--- src/rtl/sr04_dist_filter_if.sv ---
// Signal bundle between the HC-SR04 controller side and the distance filter.
// Defining SR04_FILT_REJECT_CNT_EN adds the rejected-sample counter output.
interface sr04_dist_filter_if;
  logic       iTickUs;
  logic [9:0] iDistanceCm;
  logic       iDistanceValid;
  logic [9:0] oAvgCm;
  logic       oAvgValid;
  logic [11:0] oBcd;
  logic       oBcdValid;
  logic       oStale;
`ifdef SR04_FILT_REJECT_CNT_EN
  logic [7:0] oRejectCnt;

  modport master (
    output iTickUs, iDistanceCm, iDistanceValid,
    input  oAvgCm, oAvgValid, oBcd, oBcdValid, oStale, oRejectCnt
  );
  modport slave (
    input  iTickUs, iDistanceCm, iDistanceValid,
    output oAvgCm, oAvgValid, oBcd, oBcdValid, oStale, oRejectCnt
  );
`else
  modport master (
    output iTickUs, iDistanceCm, iDistanceValid,
    input  oAvgCm, oAvgValid, oBcd, oBcdValid, oStale
  );
  modport slave (
    input  iTickUs, iDistanceCm, iDistanceValid,
    output oAvgCm, oAvgValid, oBcd, oBcdValid, oStale
  );
`endif
endinterface

--- src/rtl/sr04_dist_filter.sv ---
// Range-checks HC-SR04 distances, keeps a power-of-two moving average, converts it to BCD
// and flags staleness. Optional rejected-sample counter: define SR04_FILT_REJECT_CNT_EN.
module sr04_dist_filter #(
  parameter int WIN_LOG2         = 2,
  parameter int MAX_VALID_CM     = 400,
  parameter int STALE_TIMEOUT_US = 200_000
) (
  input logic               iClk,
  input logic               iRstn,
  sr04_dist_filter_if.slave bus
);
  localparam int DEPTH = 1 << WIN_LOG2;
  localparam int SUM_W = 10 + WIN_LOG2;
  localparam int CNT_W = $clog2(STALE_TIMEOUT_US + 1);
  localparam logic [9:0]       MAX_CM    = 10'(MAX_VALID_CM);
  localparam logic [CNT_W-1:0] STALE_LIM = CNT_W'(STALE_TIMEOUT_US);
  localparam logic [CNT_W-1:0] STALE_PRE = CNT_W'(STALE_TIMEOUT_US - 1);

  typedef enum logic [1:0] {IDLE, SHIFT, DONE} state_t;

  function automatic logic [9:0] win_avg(input logic [SUM_W-1:0] s);
    return 10'(s >> WIN_LOG2);
  endfunction

  // One double-dabble iteration over {bcd[11:0], bin[9:0]}.
  function automatic logic [21:0] dabble_step(input logic [21:0] s);
    logic [21:0] t;
    t = s;
    for (int k = 0; k < 3; k++) begin
      if (t[10+4*k +: 4] >= 4'd5) t[10+4*k +: 4] = t[10+4*k +: 4] + 4'd3;
    end
    return {t[20:0], 1'b0};
  endfunction

  logic                vld_prev;
  logic                strobe;
  logic                accept;
  logic                timeout_hit;
  logic [9:0]          win_buf [DEPTH];
  logic [SUM_W-1:0]    sum_p0;
  logic [WIN_LOG2-1:0] wp;
  logic                primed;
  logic                vld_p0;
  logic [CNT_W-1:0]    stale_cnt;

  logic [9:0]          avg_p1;
  logic                vld_p1;
  logic                stale_p1;
  logic                pending;

  state_t              state, state_nx;
  logic [3:0]          bit_cnt;
  logic [21:0]         shreg;
  logic [11:0]         bcd_p2;
  logic                vld_p2;

  assign strobe      = bus.iDistanceValid & ~vld_prev;
  assign accept      = strobe && (bus.iDistanceCm != 10'd0) && (bus.iDistanceCm <= MAX_CM);
  assign timeout_hit = !accept && bus.iTickUs && (stale_cnt == STALE_PRE);

  // Stage p0: sample strobe, window buffer, running sum, stale timer
  always_ff @(posedge iClk or negedge iRstn) begin
    if (!iRstn) begin
      vld_prev  <= 1'b0;
      vld_p0    <= 1'b0;
      sum_p0    <= '0;
      wp        <= '0;
      primed    <= 1'b0;
      stale_cnt <= '0;
      for (int i = 0; i < DEPTH; i++) win_buf[i] <= '0;
    end else begin
      vld_prev <= bus.iDistanceValid;
      vld_p0   <= accept;
      if (accept) begin
        stale_cnt <= '0;
        primed    <= 1'b1;
        if (!primed) begin
          for (int i = 0; i < DEPTH; i++) win_buf[i] <= bus.iDistanceCm;
          sum_p0 <= SUM_W'(bus.iDistanceCm) << WIN_LOG2;
          wp     <= WIN_LOG2'(1);
        end else begin
          sum_p0      <= sum_p0 - SUM_W'(win_buf[wp]) + SUM_W'(bus.iDistanceCm);
          win_buf[wp] <= bus.iDistanceCm;
          wp          <= wp + WIN_LOG2'(1);
        end
      end else if (bus.iTickUs && stale_cnt != STALE_LIM) begin
        stale_cnt <= stale_cnt + CNT_W'(1);
        if (timeout_hit) primed <= 1'b0;
      end
    end
  end

  // Stage p1: published average, validity and staleness
  always_ff @(posedge iClk or negedge iRstn) begin
    if (!iRstn) begin
      avg_p1   <= '0;
      vld_p1   <= 1'b0;
      stale_p1 <= 1'b0;
      pending  <= 1'b0;
    end else begin
      if (vld_p0) begin
        avg_p1   <= win_avg(sum_p0);
        vld_p1   <= 1'b1;
        stale_p1 <= 1'b0;
      end else if (timeout_hit) begin
        vld_p1   <= 1'b0;
        stale_p1 <= 1'b1;
      end
      // A fresh average must survive a load of the previous one on the same edge.
      if (vld_p0)              pending <= 1'b1;
      else if (state == IDLE)  pending <= 1'b0;
    end
  end

  always_ff @(posedge iClk or negedge iRstn) begin
    if (!iRstn) state <= IDLE;
    else        state <= state_nx;
  end

  always_comb begin
    state_nx = state;
    case (state)
      IDLE:    if (pending) state_nx = SHIFT;
      SHIFT:   if (bit_cnt == 4'd9) state_nx = DONE;
      DONE:    state_nx = IDLE;
      default: state_nx = IDLE;
    endcase
  end

  // Stage p2: bit-serial binary-to-BCD conversion
  always_ff @(posedge iClk or negedge iRstn) begin
    if (!iRstn) begin
      bit_cnt <= '0;
      shreg   <= '0;
      bcd_p2  <= '0;
      vld_p2  <= 1'b0;
    end else begin
      vld_p2 <= (state == DONE);
      case (state)
        IDLE: if (pending) begin
          shreg   <= {12'd0, avg_p1};
          bit_cnt <= '0;
        end
        SHIFT: begin
          shreg   <= dabble_step(shreg);
          bit_cnt <= bit_cnt + 4'd1;
        end
        DONE:    bcd_p2 <= shreg[21:10];
        default: ;
      endcase
    end
  end

`ifdef SR04_FILT_REJECT_CNT_EN
  logic [7:0] rej_cnt;

  always_ff @(posedge iClk or negedge iRstn) begin
    if (!iRstn)                                       rej_cnt <= '0;
    else if (strobe && !accept && rej_cnt != 8'hFF)   rej_cnt <= rej_cnt + 8'd1;
  end

  assign bus.oRejectCnt = rej_cnt;
`endif

  assign bus.oAvgCm    = avg_p1;
  assign bus.oAvgValid = vld_p1;
  assign bus.oStale    = stale_p1;
  assign bus.oBcd      = bcd_p2;
  assign bus.oBcdValid = vld_p2;

endmodule

--- src/flat_wrapper.sv ---
// flat-port wrapper written by rule: the top's interface ports become plain ports
module sr04_dist_filter_flat 
#(
  parameter int WIN_LOG2         = 2,
  parameter int MAX_VALID_CM     = 400,
  parameter int STALE_TIMEOUT_US = 200_000
)
  (iClk, iRstn, bus_iTickUs, bus_iDistanceCm, bus_iDistanceValid, bus_oAvgCm, bus_oAvgValid, bus_oBcd, bus_oBcdValid, bus_oStale);
  sr04_dist_filter_if bus_i ();
  input logic iClk;
  input logic iRstn;
  input wire logic [$bits(bus_i.iTickUs)-1:0] bus_iTickUs;
  input wire logic [$bits(bus_i.iDistanceCm)-1:0] bus_iDistanceCm;
  input wire logic [$bits(bus_i.iDistanceValid)-1:0] bus_iDistanceValid;
  output wire logic [$bits(bus_i.oAvgCm)-1:0] bus_oAvgCm;
  output wire logic [$bits(bus_i.oAvgValid)-1:0] bus_oAvgValid;
  output wire logic [$bits(bus_i.oBcd)-1:0] bus_oBcd;
  output wire logic [$bits(bus_i.oBcdValid)-1:0] bus_oBcdValid;
  output wire logic [$bits(bus_i.oStale)-1:0] bus_oStale;
  assign bus_i.iTickUs = bus_iTickUs;
  assign bus_i.iDistanceCm = bus_iDistanceCm;
  assign bus_i.iDistanceValid = bus_iDistanceValid;
  assign bus_oAvgCm = bus_i.oAvgCm;
  assign bus_oAvgValid = bus_i.oAvgValid;
  assign bus_oBcd = bus_i.oBcd;
  assign bus_oBcdValid = bus_i.oBcdValid;
  assign bus_oStale = bus_i.oStale;
  sr04_dist_filter #(.WIN_LOG2(WIN_LOG2), .MAX_VALID_CM(MAX_VALID_CM), .STALE_TIMEOUT_US(STALE_TIMEOUT_US)) u_core (.iClk(iClk), .iRstn(iRstn), .bus(bus_i));
endmodule
--- config.mk ---
export PLATFORM = sky130hd
export DESIGN_NAME = sr04_dist_filter_flat
export DESIGN_NICKNAME = d
export VERILOG_FILES = /design/src/rtl/sr04_dist_filter_if.sv /design/src/rtl/sr04_dist_filter.sv /design/src/flat_wrapper.sv
export SDC_FILE = /design/constraint.sdc
export NUM_CORES = 1
export LEC_CHECK = 0
export CORE_UTILIZATION = 39
export DETAILED_ROUTE_END_ITERATION = 8
export GPL_ROUTABILITY_DRIVEN = 0
export HOLD_SLACK_MARGIN = 0.02
export PLACE_DENSITY = 0.69
export RECOVER_POWER = 50
export SLEW_MARGIN = 20
export SYNTH_ARGS = -nofsm -noshare
export SYNTH_HDL_FRONTEND = slang
export SYNTH_SLANG_ARGS = --single-unit
--- constraint.sdc ---
create_clock -name iClk -period 3.55 [get_ports iClk]
set_input_delay 0.8875 -clock iClk [delete_from_list [all_inputs] [get_ports iClk]]
set_output_delay 0.8875 -clock iClk [all_outputs]
set_load 0.02 [all_outputs]
Yosys cells after proc, flatten, opt, wreduce, memory -nomap -nowiden
Index checks and enable logic that the tools add are counted.
{"block": "totals", "ff_bits": 129, "out_inout_bits": 25, "word_cells": 89}
{"block": "classes", "n_addsub": 8, "magnitude_cmp": 6, "eq_ne": 7, "muxes": 29, "bitwise": 3, "n_reduce_logical": 17}
{"operator": "$pmux 22 s2", "count": 1}
{"operator": "$bwmux 40", "count": 1}
{"operator": "$mux 40", "count": 1}
{"operator": "$mux 18", "count": 2}
{"operator": "$mux 10", "count": 3}
{"operator": "$mux 22", "count": 1}
{"operator": "$bmux 10 s2", "count": 1}
{"operator": "$demux 10 s2", "count": 1}
{"operator": "$add 18x1->18 const B", "count": 1}
{"operator": "$eq 18x18->1 const B", "count": 1}
{"operator": "$ne 18x18->1 const B", "count": 1}
{"operator": "$add 12x10->12", "count": 1}
{"operator": "$ge 4x3->1 const B", "count": 3}
{"operator": "$mux 12", "count": 1}
{"operator": "$mux 4", "count": 3}
{"operator": "$sub 12x10->12", "count": 1}
{"operator": "$le 10x9->1 const B", "count": 1}
{"operator": "$reduce_bool 10->1", "count": 1}
{"operator": "$reduce_bool 2->1", "count": 5}
{"operator": "$add 4x2->4 const B", "count": 2}
{"operator": "$mux 1", "count": 8}
{"operator": "$pmux 4 s2", "count": 1}
{"operator": "$logic_and 1x1->1", "count": 6}
{"operator": "$mux 2", "count": 3}
{"operator": "other kinds (17)", "count": 20}

Longest topological paths before layout
{"block": "logic_depth", "depth_word": 10, "mapped_depth": 12}

Worst setup path before layout
Ideal clock, no wire load.
{"block": "synth_path", "kind": "register to register", "startpoint": "register u_core.wp[0]", "endpoint": "register u_core.sum_p0[8]", "arrival_time_ns": 3.298, "slack_ns": 0.114, "path_stages_with_launch": 12, "n_path_buf": 1, "synth_period_minus_slack_ns": 3.436, "path_cell_list": "dfrtp_1 > buf_1 > mux4_2 > fa_1 > inv_1 > ha_1 > nor2b_1 > o21ai_0 > a21oi_1 > o41ai_1 > xor2_1 > o221ai_1"}
{"block": "synth_via", "elab_chain_len": 7}
{"item": "start, declared", "line_no": "sr04_dist_filter.sv:41", "text": "logic [WIN_LOG2-1:0] wp;"}
{"item": "start signal, assigned", "line_no": "sr04_dist_filter.sv:84", "text": "wp <= wp + WIN_LOG2'(1);"}
{"item": "$not 2->3 (not written as such)", "line_no": "sr04_dist_filter.sv:82", "text": "sum_p0 <= sum_p0 - SUM_W'(win_buf[wp]) + SUM_W'(bus.iDistanceCm);"}
{"item": "$bmux 10 s2", "line_no": "sr04_dist_filter.sv:82"}
{"item": "$mux 10 (not written as such) (2 in a row)", "line_no": "sr04_dist_filter.sv:82"}
{"item": "$sub 12x10->12", "line_no": "sr04_dist_filter.sv:82"}
{"item": "$add 12x10->12", "line_no": "sr04_dist_filter.sv:82"}
{"item": "$mux 12", "line_no": "sr04_dist_filter.sv:77", "text": "if (!primed) begin"}
{"item": "end signal, assigned", "line_no": "sr04_dist_filter.sv:79", "text": "sum_p0 <= SUM_W'(bus.iDistanceCm) << WIN_LOG2;"}
{"item": "end signal, assigned", "line_no": "sr04_dist_filter.sv:82"}
{"item": "end, declared", "line_no": "sr04_dist_filter.sv:40", "text": "logic [SUM_W-1:0] sum_p0;"}
No other way between the ends. The select of a mux whose other input is x is not followed.
A chain may end at the register's enable or synchronous reset.

Final worst setup path
Same ends and word-level chain as after synthesis.

==> flow_metrics.py <==
metrics = {
    "cts": {
        "postCtsSetupBuffers": 0,
        "cts_tree": "built",
        "clkLatencyLatePin_ns": 0.41,
        "hold_buffers": 0,
        "root_buffer": "clkbuf_16",
        "clockBufferDepth": 2,
        "cts.sinks": 129,
        "cts_max_level": 4,
        "clk_pin_slew_ns": 0.06,
        "cts_buffers": 17,
    },
    "hold_path": {
        "min_from": "u_core.bus.oBcd[9]",
        "hp-class": "reg -> reg",
    },
    "outcome": {
        "status": "finished with violations",
        "violations": "max-capacitance violations, max-slew violations",
    },
    "floorplan": {
        "core_sq_um": 16500,
        "num_io_pins": 39,
        "rows": 47,
        "dieArea_sq_um": 17400,
        "start_util_pct": 39.8,
        "die_w_um": 132,
        "die_height_um": 132,
    },
    "power_and_ir_drop": {
        "p_sw_share_pct": 37.3,
        "power.internal_w": 0.00507,
        "pwr_density_cell_nw_per_um2": 1010,
        "p_leak_nw": 3.69,
        "combPwrFrac_pct": 47.8,
        "total_power_w": 0.00808,
        "seq_power_share_pct": 29.9,
        "power.switching_w": 0.00301,
        "vdd_drop_max_mv": 0.479,
        "clockPowerShare_pct": 22.3,
    },
    "routing": {
        "dr_total_vias": 4602,
        "firstDrtPassIters": 4,
        "wire_per_inst_um": 15.1,
        "route.detailed.drc": 0,
        "ant_nets": 0,
        "drtIter0Drc": 239,
        "drt_wl_total_um": 13700,
        "viasPerCell": 5.09,
    },
    "place": {
        "place_ws_ns": -0.122,
        "dp_hpwl_um": 9820,
        "io_buffers": 38,
    },
    "yosys": {
        "synth_edf_count": 0,
        "syn_nets": 652,
        "ys_warn_count": 0,
        "ys_seq_elements": 129,
        "synth_area_per_cell_sq_um": 10.9,
        "async_flop_share_pct": 100,
        "syn_area_sq_um": 6580,
        "yosysUniqueCellTypes": 44,
        "syn_inst": 602,
        "synthFlopType": "dfrtp_1",
        "yosysSeqAreaShare_pct": 49.0,
    },
    "critical_path": {
        "worstSetupEndpointType": "flip-flop",
        "path_cells": "buf_4 > mux4_2 > fa_1 > inv_1 > ha_1 > o21ai_0 > a21oi_1 > o41ai_1 > xor2_1 > o221ai_1",
        "r2r_start": "u_core.wp[0]",
        "setup.worst_path.start": "u_core.wp[0]",
        "cp_top_family": "adder cells",
        "crit_required_ns": 3.82,
        "cp_slowest_cell": "mux4_2",
        "crit_buf_inv": 2,
        "crit_fanout": 5,
        "worstPathArrival_ns": 3.55,
        "crit_type": "reg -> reg",
        "start_kind": "flip-flop",
        "cp_slowest_stage_delay_ns": 0.56,
    },
    "timing": {
        "whs_ns": 0.475,
        "slew_headroom_pct": -3.80,
        "fmax_mhz": 306,
        "rsz0062_at_grt": "no",
        "fin_crit_sh_pct": 92.2,
        "setup_viol": 0,
        "fin_skew_ns": 0.00844,
        "tightest_slew_ns": 1.56,
        "worst_slack_ns": 0.278,
        "post-route-min-period_ns": 3.27,
        "tns_ns": 0,
        "hold_viol_final": 0,
        "report.final.slew_viol_count": 66,
    },
    "global_route": {
        "gr-total-overflow": 0,
        "grt_use_total_pct": 17.3,
        "grt_start_max_net_pins": 66,
        "first_global_vias": 4791,
        "grt_pass1_wl_um": 23600,
        "antenna_found_initial": 0,
    },
    "cells_and_area": {
        "nets": 722,
        "drive_gt1_share_pct": 19.0,
        "fill_cells": 1463,
        "antenna_cells": 0,
        "area_delta_synth_final_pct": 22.0,
    },
    "job": {
        "drv_cap": 1,
    },
}
## cell usage after synthesis (5+ instances only)
library cell / number / share of area, %
nand4_1: 5 / 0.48
xor2_1: 13 / 1.7
inv_1: 63 / 3.6
mux2i_1: 6 / 0.91
mux2_2: 52 / 8.9
clkbuf_1: 15 / 0.86
a21oi_1: 16 / 1.2
nor2_1: 40 / 2.3
fa_1: 10 / 3.0
a22oi_1: 9 / 1.0
nor2b_1: 8 / 0.76
dfrtp_1: 129 / 49
o21ai_0: 38 / 2.9
nand3_1: 21 / 1.6
nand2_1: 55 / 3.1
nor3_1: 6 / 0.46
nand2b_1: 7 / 0.67
ha_1: 26 / 4.9
o31ai_1: 5 / 0.57
or3_1: 6 / 0.57
xnor2_1: 17 / 2.3
mux4_2: 10 / 3.4
## state kept, by name, indices dropped and copies added, names as in the netlist, 2 cells and up
register	cells
u_core.state	2
u_core.wp	2
u_core.shreg	22
u_core.bit_cnt	4
u_core.sum_p0	12
u_core.bus.oBcd	12
u_core.win_buf	40
u_core.stale_cnt	18
u_core.bus.oAvgCm	10
## worst min-delay path, cell delays in order (launching register included)
cell and delay, ns:
dfrtp_1 0.34, nand2_1 0.04, o21ai_0 0.06
## through the flow
step / cell area (sq um) / instances / util [%]
6_report: 8030 / 904 / 48.6
5_1_grt: 8030 / 904 / 48.6
4_1_cts: 8050 / 904 / 48.7
3_5_place_dp: 7440 / 873 / 45.0
3_3_place_gp: 7440 / 873 / 45.0
2_1_floorplan: 6580 / 602 / -
## repair_timing
action	CTS	global route
setup endpoints to repair	0	1
gates resized for setup	0	1
endpoints found under the hold margin	0	0
## area by class of cell
type	instances	area (sq um)	area share [%]
Inverter	63	236	2.95
Tap cell	220	275	3.43
Timing Repair Buffer	74	661	8.23
Multi-Input combinational cell	387	3020	37.6
Clock buffer	21	450	5.61
Sequential cell	129	3230	40.2
Clock inverter	10	160	2.00
## cells in the final DEF (no fill, tap or decap), drive strengths merged, types with 6 or more instances in the layout
cell / count
dfrtp: 129
inv: 63
nand2: 55
mux2: 52
nor2: 40
o21ai: 38
clkdlybuf4s50: 36
buf: 33
ha: 26
clkbuf: 25
nand3: 21
a21oi: 20
xnor2: 17
xor2: 13
mux4: 10
fa: 10
a22oi: 9
nor2b: 8
nand2b: 7
nor3: 6
or3: 6
mux2i: 6
## routing by layer
layer,vias to the layer above,share of wire [%],wire length (um),global-route usage (%)
li1,2195,-,-,-
met1,2286,46,6310,22.3
met2,106,49,6690,28.0
met3,15,3.5,475,4.08
met4,0,1.4,196,7.04
met5,-,0,0,0
## power by group through the flow
stage	clock (W)	combinational [W]	sequential, W
after detailed placement	0	0.00383	0.00243
after floorplan	0	0.00266	0.00241
after global routing	0.00191	0.00434	0.00249
after global placement	0	0.00370	0.00239
final	0.00180	0.00387	0.00241
after CTS	0.00183	0.00386	0.00241
## path summary, 6_finish.rpt
check	slack, ns	endpoint	depth (start not counted)
max	0.28	u_core.sum_p0[8]	10
min	0.47	u_core.bus.oBcd[9]	2
max reg2reg	0.28	u_core.sum_p0[8]	10
min reg2reg	0.47	u_core.bus.oBcd[9]	2
max in group asynchronous	0.83	u_core.win_buf[12]	2
min in group asynchronous	0.87	u_core.bus.oBcd[3]	1
## cells by family after synthesis
group | after synthesis | synth area share [%]
adders and majority gates | 36 | 7.98
buffers and inverters | 86 | 5.19
muxes | 68 | 13.2
DFF | 129 | 49.0
AOI/OAI and AO/OA | 92 | 9.14
xor gates and xnor gates | 30 | 3.99
and+or+nand+nor | 161 | 11.4
Note: power is estimated with default switching activity, not from simulation.
